--- config.mk ---
export PLATFORM = sky130hd
export DESIGN_NAME = mem_access_stage
export DESIGN_NICKNAME = d
export VERILOG_FILES = /design/src/rtl/mem_pkg.sv /design/src/rtl/store_align.sv /design/src/rtl/mem_access_stage.sv
export SDC_FILE = /design/constraint.sdc
export NUM_CORES = 1
export LEC_CHECK = 0
export ABC_AREA = 1
export CAP_MARGIN = 20
export CORE_ASPECT_RATIO = 1.1
export CORE_MARGIN = 1
export CORE_UTILIZATION = 31
export DETAILED_ROUTE_END_ITERATION = 8
export PLACE_DENSITY_LB_ADDON = 0.15
export SYNTH_ARGS = -nofsm -noshare
export SYNTH_HDL_FRONTEND = slang
export SYNTH_SLANG_ARGS = --single-unit
--- constraint.sdc ---
create_clock -name clk -period 2.15 [get_ports clk]
set_input_delay 0.3225 -clock clk [delete_from_list [all_inputs] [get_ports clk]]
set_output_delay 0.3225 -clock clk [all_outputs]
set_load 0.1 [all_outputs]
--- src/rtl/mem_pkg.sv ---
// Shared constants, state encoding, request payload and access-legality helpers
// for the MEM stage.
package mem_pkg;

  localparam int unsigned XLEN = 32;

  localparam logic [6:0] OPC_LOAD  = 7'b0000011;
  localparam logic [6:0] OPC_STORE = 7'b0100011;

  localparam logic [2:0] F3_B  = 3'b000;
  localparam logic [2:0] F3_H  = 3'b001;
  localparam logic [2:0] F3_W  = 3'b010;
  localparam logic [2:0] F3_BU = 3'b100;
  localparam logic [2:0] F3_HU = 3'b101;

  typedef enum logic [1:0] {IDLE, REQ, WAIT} mem_state_t;

  typedef struct packed {
    logic [6:0]      opcode;
    logic [2:0]      funct3;
    logic [4:0]      rd;
    logic [XLEN-1:0] addr;
    logic [XLEN-1:0] rs2;
  } mem_op_t;

  function automatic logic is_misaligned(input logic [2:0] funct3, input logic [1:0] offset);
    case (funct3)
      F3_H, F3_HU: return offset[0];
      F3_W:        return offset != 2'b00;
      default:     return 1'b0;
    endcase
  endfunction

  function automatic logic is_legal_f3(input logic is_store, input logic [2:0] funct3);
    if (is_store) return funct3 inside {F3_B, F3_H, F3_W};
    return funct3 inside {F3_B, F3_H, F3_W, F3_BU, F3_HU};
  endfunction

endpackage

--- src/rtl/store_align.sv ---
// Replicates store data across byte lanes and builds the byte-enable mask.
module store_align
  import mem_pkg::*;
(
  input  logic [2:0]  i_funct3,
  input  logic [1:0]  i_offset,
  input  logic [31:0] i_rs2,
  output logic [31:0] o_wdata_c,
  output logic [3:0]  o_be_c
);

  always_comb begin
    o_wdata_c = i_rs2;
    o_be_c    = 4'b1111;
    case (i_funct3)
      F3_B: begin
        o_wdata_c = {4{i_rs2[7:0]}};
        o_be_c    = 4'(4'b0001 << i_offset);
      end
      F3_H: begin
        o_wdata_c = {2{i_rs2[15:0]}};
        o_be_c    = 4'(4'b0011 << i_offset);
      end
      default: ;
    endcase
  end

endmodule

--- src/rtl/mem_access_stage.sv ---
// RV32I MEM stage: issues loads/stores over a valid/ready + response handshake,
// stalls the pipeline while memory is busy and registers the MEM/WB payload.
module mem_access_stage
  import mem_pkg::*;
#(
  parameter int unsigned RSP_TIMEOUT = 64
) (
  input  logic        clk,
  input  logic        rst_n,
  input  logic        EXMEM_valid,
  input  logic [6:0]  EXMEM_opcode,
  input  logic [2:0]  EXMEM_funct3,
  input  logic [4:0]  EXMEM_rd,
  input  logic [31:0] EXMEM_alu_out,
  input  logic [31:0] EXMEM_rs2_data,
  output logic        dmem_req_valid,
  input  logic        dmem_req_ready,
  output logic        dmem_we,
  output logic [31:0] dmem_addr,
  output logic [31:0] dmem_wdata,
  output logic [3:0]  dmem_be,
  input  logic        dmem_rsp_valid,
  input  logic [31:0] dmem_rdata,
  output logic        mem_stall,
  output logic        misalign_fault,
  output logic        bus_error,
  output logic        MEMWB_valid,
  output logic [6:0]  MEMWB_opcode_out,
  output logic [2:0]  MEMWB_funct3_out,
  output logic [4:0]  MEMWB_rd_out,
  output logic [31:0] MEMWB_data_addr_out,
  output logic [31:0] MEMWB_data_read,
  output logic [31:0] MEMWB_reg_write_data_out
);

  localparam int unsigned CNT_W = 32;

  mem_state_t     r_state, w_state_nxt;
  mem_op_t        w_in, r_op, w_op;
  logic [CNT_W-1:0] r_wait_cnt;
  logic           w_is_load, w_is_store, w_mem_op, w_bad, w_issue, w_we;
  logic           w_req, w_req_on, w_active, w_complete, w_timeout, w_stall, w_cnt_hit;
  logic [31:0]    w_wdata;
  logic [3:0]     w_be;

  assign w_in = '{opcode: EXMEM_opcode, funct3: EXMEM_funct3, rd: EXMEM_rd,
                  addr: EXMEM_alu_out, rs2: EXMEM_rs2_data};

  assign w_is_load  = EXMEM_valid && (EXMEM_opcode == OPC_LOAD);
  assign w_is_store = EXMEM_valid && (EXMEM_opcode == OPC_STORE);
  assign w_mem_op   = w_is_load || w_is_store;
  assign w_bad      = w_mem_op && (!is_legal_f3(w_is_store, EXMEM_funct3) ||
                                   is_misaligned(EXMEM_funct3, EXMEM_alu_out[1:0]));
  assign w_issue    = w_mem_op && !w_bad;

  // Once the request leaves IDLE the latched copy drives the bus so it stays stable.
  assign w_op      = (r_state == IDLE) ? w_in : r_op;
  assign w_we      = (w_op.opcode == OPC_STORE);
  assign w_cnt_hit = (RSP_TIMEOUT != 0) && (r_wait_cnt == CNT_W'(RSP_TIMEOUT - 1));

  store_align u_store_align (
    .i_funct3  (w_op.funct3),
    .i_offset  (w_op.addr[1:0]),
    .i_rs2     (w_op.rs2),
    .o_wdata_c (w_wdata),
    .o_be_c    (w_be)
  );

  always_ff @(posedge clk or negedge rst_n) begin
    if (!rst_n) r_state <= IDLE;
    else        r_state <= w_state_nxt;
  end

  always_comb begin
    w_state_nxt = r_state;
    w_req       = 1'b0;
    w_active    = 1'b0;
    w_complete  = 1'b0;
    w_timeout   = 1'b0;
    case (r_state)
      IDLE: begin
        if (w_issue) begin
          w_req    = 1'b1;
          w_active = 1'b1;
          if (!dmem_req_ready) w_state_nxt = REQ;
          else if (w_we)       w_complete  = 1'b1;
          else                 w_state_nxt = WAIT;
        end
      end
      REQ: begin
        w_req    = 1'b1;
        w_active = 1'b1;
        if (dmem_req_ready) begin
          if (w_we) begin
            w_complete  = 1'b1;
            w_state_nxt = IDLE;
          end else begin
            w_state_nxt = WAIT;
          end
        end
      end
      WAIT: begin
        w_active = 1'b1;
        if (dmem_rsp_valid) begin
          w_complete  = 1'b1;
          w_state_nxt = IDLE;
        end else if (w_cnt_hit) begin
          w_timeout   = 1'b1;
          w_state_nxt = IDLE;
        end
      end
      default: w_state_nxt = IDLE;
    endcase
  end

  assign w_stall  = w_active && !w_complete && !w_timeout;
  assign w_req_on = rst_n && w_req;

  assign dmem_req_valid = w_req_on;
  assign dmem_we        = w_req_on && w_we;
  assign dmem_addr      = w_req_on ? {w_op.addr[31:2], 2'b00} : 32'h0;
  assign dmem_wdata     = (w_req_on && w_we) ? w_wdata : 32'h0;
  assign dmem_be        = w_req_on ? (w_we ? w_be : 4'b1111) : 4'b0000;
  assign mem_stall      = rst_n && w_stall;

  always_ff @(posedge clk or negedge rst_n) begin
    if (!rst_n) begin
      r_op       <= '0;
      r_wait_cnt <= '0;
    end else begin
      if (r_state == IDLE) r_op <= w_in;
      r_wait_cnt <= ((r_state == WAIT) && (w_state_nxt == WAIT)) ? r_wait_cnt + CNT_W'(1) : '0;
    end
  end

  // MEM/WB: bubble while stalled, finished op on completion/timeout, else pass-through.
  always_ff @(posedge clk or negedge rst_n) begin
    if (!rst_n) begin
      misalign_fault           <= 1'b0;
      bus_error                <= 1'b0;
      MEMWB_valid              <= 1'b0;
      MEMWB_opcode_out         <= '0;
      MEMWB_funct3_out         <= '0;
      MEMWB_rd_out             <= '0;
      MEMWB_data_addr_out      <= '0;
      MEMWB_data_read          <= '0;
      MEMWB_reg_write_data_out <= '0;
    end else begin
      misalign_fault <= (r_state == IDLE) && w_bad;
      bus_error      <= w_timeout;
      if (w_stall) begin
        MEMWB_valid              <= 1'b0;
        MEMWB_opcode_out         <= '0;
        MEMWB_funct3_out         <= '0;
        MEMWB_rd_out             <= '0;
        MEMWB_data_addr_out      <= '0;
        MEMWB_data_read          <= '0;
        MEMWB_reg_write_data_out <= '0;
      end else if (w_complete || w_timeout) begin
        MEMWB_valid              <= w_complete;
        MEMWB_opcode_out         <= w_op.opcode;
        MEMWB_funct3_out         <= w_op.funct3;
        MEMWB_rd_out             <= w_op.rd;
        MEMWB_data_addr_out      <= w_op.addr;
        MEMWB_data_read          <= (w_complete && !w_we) ? dmem_rdata : 32'h0;
        MEMWB_reg_write_data_out <= w_op.addr;
      end else begin
        MEMWB_valid              <= EXMEM_valid && !w_bad;
        MEMWB_opcode_out         <= w_in.opcode;
        MEMWB_funct3_out         <= w_in.funct3;
        MEMWB_rd_out             <= w_in.rd;
        MEMWB_data_addr_out      <= w_in.addr;
        MEMWB_data_read          <= 32'h0;
        MEMWB_reg_write_data_out <= w_in.addr;
      end
    end
  end

endmodule
==> summary.log <==
INFO  sta            timing.final.crit_share=131%
INFO  sta            rsz0062_at_grt=true
INFO  yosys          synth.ff_latch_count=195
INFO  cts            max-clock-path-buffers=2
INFO  placement      place.port_buffers=298
INFO  route          drc_violations_left=0
INFO  power          maximum_vdd_ir_drop=1.17mV
INFO  finish         multi_input_area=4420um^2
INFO  cts            clock_transition_at_the_register_clock_pins_on_the_worst_setup_and_hold_paths_after_cts=0.08ns
INFO  yosys          netlist_instances=1134
INFO  die            row_count=66
INFO  die            design.die.area=30700um^2
INFO  sta            final_setup_violation_count=180
INFO  run_status     violations=setup timing
INFO  yosys          yosysMostFrequentCell=nand2_1
INFO  worst_setup_path cp_data_required_time=1.83ns
INFO  grt            gr-usage-met2=35.1%
INFO  sta            setup_skew=0.0165ns
INFO  worst_setup_path crit_type=reg -> out
INFO  finish         areaGrowthSynthToFinish=72.0%
INFO  sta            headroom_to_the_max_slew_limit=55.6%
INFO  route          drt_iter0_markers=371
INFO  sta            period_minus_slack=2.83ns
INFO  route          drt_first_pass_iters=5
INFO  cts            tritoncts=done
INFO  route          vias=8834
INFO  die            die-height=184um
INFO  cts            ctsRootBufferMaster=clkbuf_16
INFO  yosys          postSynth.asyncResetShare=100%
INFO  run_status     status=finished with violations
INFO  yosys          number_of_enable_flip_flop_cells_after_synthesis=0
INFO  grt            antenna_found_initial=1
INFO  grt            met1_usage=24.7%
INFO  grt            global_route.overflow_total=0
INFO  grt            busiest_layer=met2
INFO  finish         antenna_cells=0
INFO  cts            clock_sink_count=195
INFO  grt            met3_layer_usage_reported_by_global_route=6.26%
INFO  worst_setup_path timing.critical_path.from_type=register
INFO  worst_setup_path r2r_cells=18
INFO  route          detail_route.vias_per_cell=4.59
INFO  die            pin_count=301
INFO  route          postRouteWirelength=31900um
INFO  worst_setup_path worst_ep_arrival_time=2.50ns
INFO  power          power.leakage=7.55nW
INFO  worst_setup_path timing.reg2reg.setup_slack=-0.26ns
INFO  yosys          dominantRegCellSynth=dfrtp_1
INFO  yosys          yosysTopAreaCell=dfrtp_1
INFO  yosys          distinct_cells_synth=30
INFO  yosys          avgSynthCellArea=8.19um^2
INFO  yosys          top_area_cells_in_the_synthesized_netlist=dfrtp_1 53%, nand2_1 11%, inv_1 5.3%
INFO  worst_setup_path timing.critical_path.from=r_state[0]$_DFF_PN0_
INFO  finish         fillCellCount=2684
INFO  worst_setup_path end_kind=output pin
INFO  die            design.core.area=29500um^2
INFO  grt            grt_pass1_wl=48800um
INFO  yosys          synth_seq_area_share=52.5%
INFO  yosys          yosysWarnings=0
INFO  power          powerDensity=1430nW/um^2
INFO  placement      post_dp_area=14500um^2
INFO  die            initial_utilization=31.5%
INFO  placement      place_congestion=0.908
INFO  min_path       holdCritPathClass=in -> async
INFO  sta            slew_violations=0
INFO  placement      place.detailed.hpwl=23000um
INFO  finish         final-seq-area=4880um^2
INFO  worst_setup_path reg2reg_from=r_state[0]$_DFF_PN0_
INFO  sta            max_clock_freq=0.354GHz
INFO  finish         fin_area=16000um^2
INFO  route          antenna_violating_nets_post_route=0
INFO  flow_run       cap_viol_max_count=0
INFO  sta            postLayoutSetupSlackWorst=-0.676ns
INFO  route          avgRoutedWirePerCell=16.6um
INFO  yosys          synth.cell_area=9290um^2
INFO  grt            gr_util_all_layers=20.5%
INFO  cts            cts_inserted_buffers=17
INFO  grt            first_global_vias=9030
INFO  yosys          synth_top_area_share=52.5%
INFO  worst_setup_path r2r_end=r_wait_cnt[27]$_DFF_PN0_
INFO  sta            timing.final.hold_violations=0
INFO  finish         final_layout_size_suffix_gt1_share=38.1%
INFO  worst_setup_path crit_fanout=13
INFO  yosys          list_of_most_frequent_post_synthesis_cells=271 x nand2_1, 195 x dfrtp_1, 130 x inv_1
INFO  cts            ctsHtreeMaxLevel=4
INFO  placement      preCtsSetupSlack=-0.602ns
INFO  finish         nets=1659
INFO  cts            clk_latency=0.44ns
INFO  worst_setup_path crit_end=dmem_wdata[8]
INFO  die            die_w=167um
INFO  sta            slew_of_the_pin_with_the_lowest_slew_margin=0.666ns
INFO  grt            grt_max_degree=51
[registers in the layout (all words and copies together), names as in the netlist]
signal,flops
r_wait_cnt,32
misalign_fault,1
r_op,79
MEMWB_data_read,32
MEMWB_opcode_out,7
MEMWB_reg_write_data_out,32
MEMWB_valid,1
MEMWB_funct3_out,3
bus_error,1
MEMWB_rd_out,5
r_state,2
[worst max-delay path: stages, from the launching register on]
cell and delay, ns:
dfrtp_1 0.38, inv_2 0.08, ha_4 0.22, buf_6 0.12
mux2i_1 0.17, inv_1 0.09, nor2_4 0.14, inv_2 0.07
nor2_4 0.14, inv_6 0.09, buf_4 0.18, a21oi_4 0.19
buf_12 0.19
[how the worst min path moves through the flow]
stage                from                      endpoint  slack [ns]  depth (start not counted)
finish              rst_n      r_wait_cnt[26]$_DFF_PN0_       0.009                          2
global route        rst_n      r_wait_cnt[23]$_DFF_PN0_        0.04                          2
detailed placement  rst_n            r_op[76]$_DFF_PN0_        0.45                          2
global placement    rst_n            r_op[78]$_DFF_PN0_        0.45                          2
floorplan           rst_n  MEMWB_data_read[0]$_DFF_PN0_        0.03                          0
CTS                 rst_n      r_wait_cnt[26]$_DFF_PN0_        0.02                          2
[layout by cell type (no fill, tap or decap), types with 17 or more instances in the layout]
cell	n
o21ai_2	23
nor2_1	64
o21ai_0	26
nor3_1	56
dfrtp_1	195
nand2_1	257
nand3_1	54
nor2_4	54
buf_4	237
inv_1	124
buf_12	90
clkbuf_16	22
xor2_1	23
a21oi_4	17
clkdlybuf4s50_1	111
or2_2	46
[where the power goes]
group	switching [mW]	internal (mW)	leakage, nW
Clock	1.56	1.68	0.287
Sequential	0.597	4.91	2.44
Combinational	10.3	3.83	4.83
[through the flow]
stage | util, % | std cells | power (mW) | TNS [ns] | hold slack, ns
finish | 54.2 | 1924 | 22.9 | -52.51 | 0.00854
global route | 54.2 | 1924 | 23.9 | -77.76 | 0.0403
CTS | 51.8 | 1907 | 22.2 | -44.76 | 0.0213
detailed placement | 49.3 | 1872 | 18.8 | -67.62 | 0.449
global placement | 49.3 | 1872 | 18.7 | -65.43 | 0.448
floorplan | - | 1135 | 15.1 | -32.50 | 0.0269
[timing repair]
| action | CTS | global route |
|---|---|---|
| hold endpoints to repair | 24 | 0 |
| buffers inserted | 2 | 12 |
| endpoints found under the setup margin | 153 | 183 |
| hold buffers | 1 | 0 |
| cloned | 1 | 6 |
| gates resized for setup | 31 | 143 |
| pin swaps | 3 | 23 |
[logic make-up (layout without fill, tap and decap cells)]
group / after synthesis / after routing / synth area share (%)
simple gates: 588 / 588 / 27.5
buf+inv: 215 / 630 / 10.9
flops: 195 / 195 / 52.5
compound gates: 101 / 101 / 5.60
xor+xnor: 28 / 28 / 2.64
fa+ha+maj: 5 / 5 / 0.674
other cells: 1 / 2 / 0.0404
mux: 1 / 1 / 0.108
[per-layer routing]
layer	vias up	share of wire (%)
met5	-	0
met4	0	2.0
met3	38	6.9
met2	227	51
met1	4239	41
li1	4330	-
[layout make-up]
class,count,area share [%]
Timing Repair Buffer,465,31.9
Sequential cell,195,30.5
Multi-Input combinational cell,725,27.6
Inverter,134,3.32
Tap cell,374,2.93
Clock buffer,19,2.77
Clock inverter,12,0.854
Note: power is estimated with default switching activity, not from simulation.
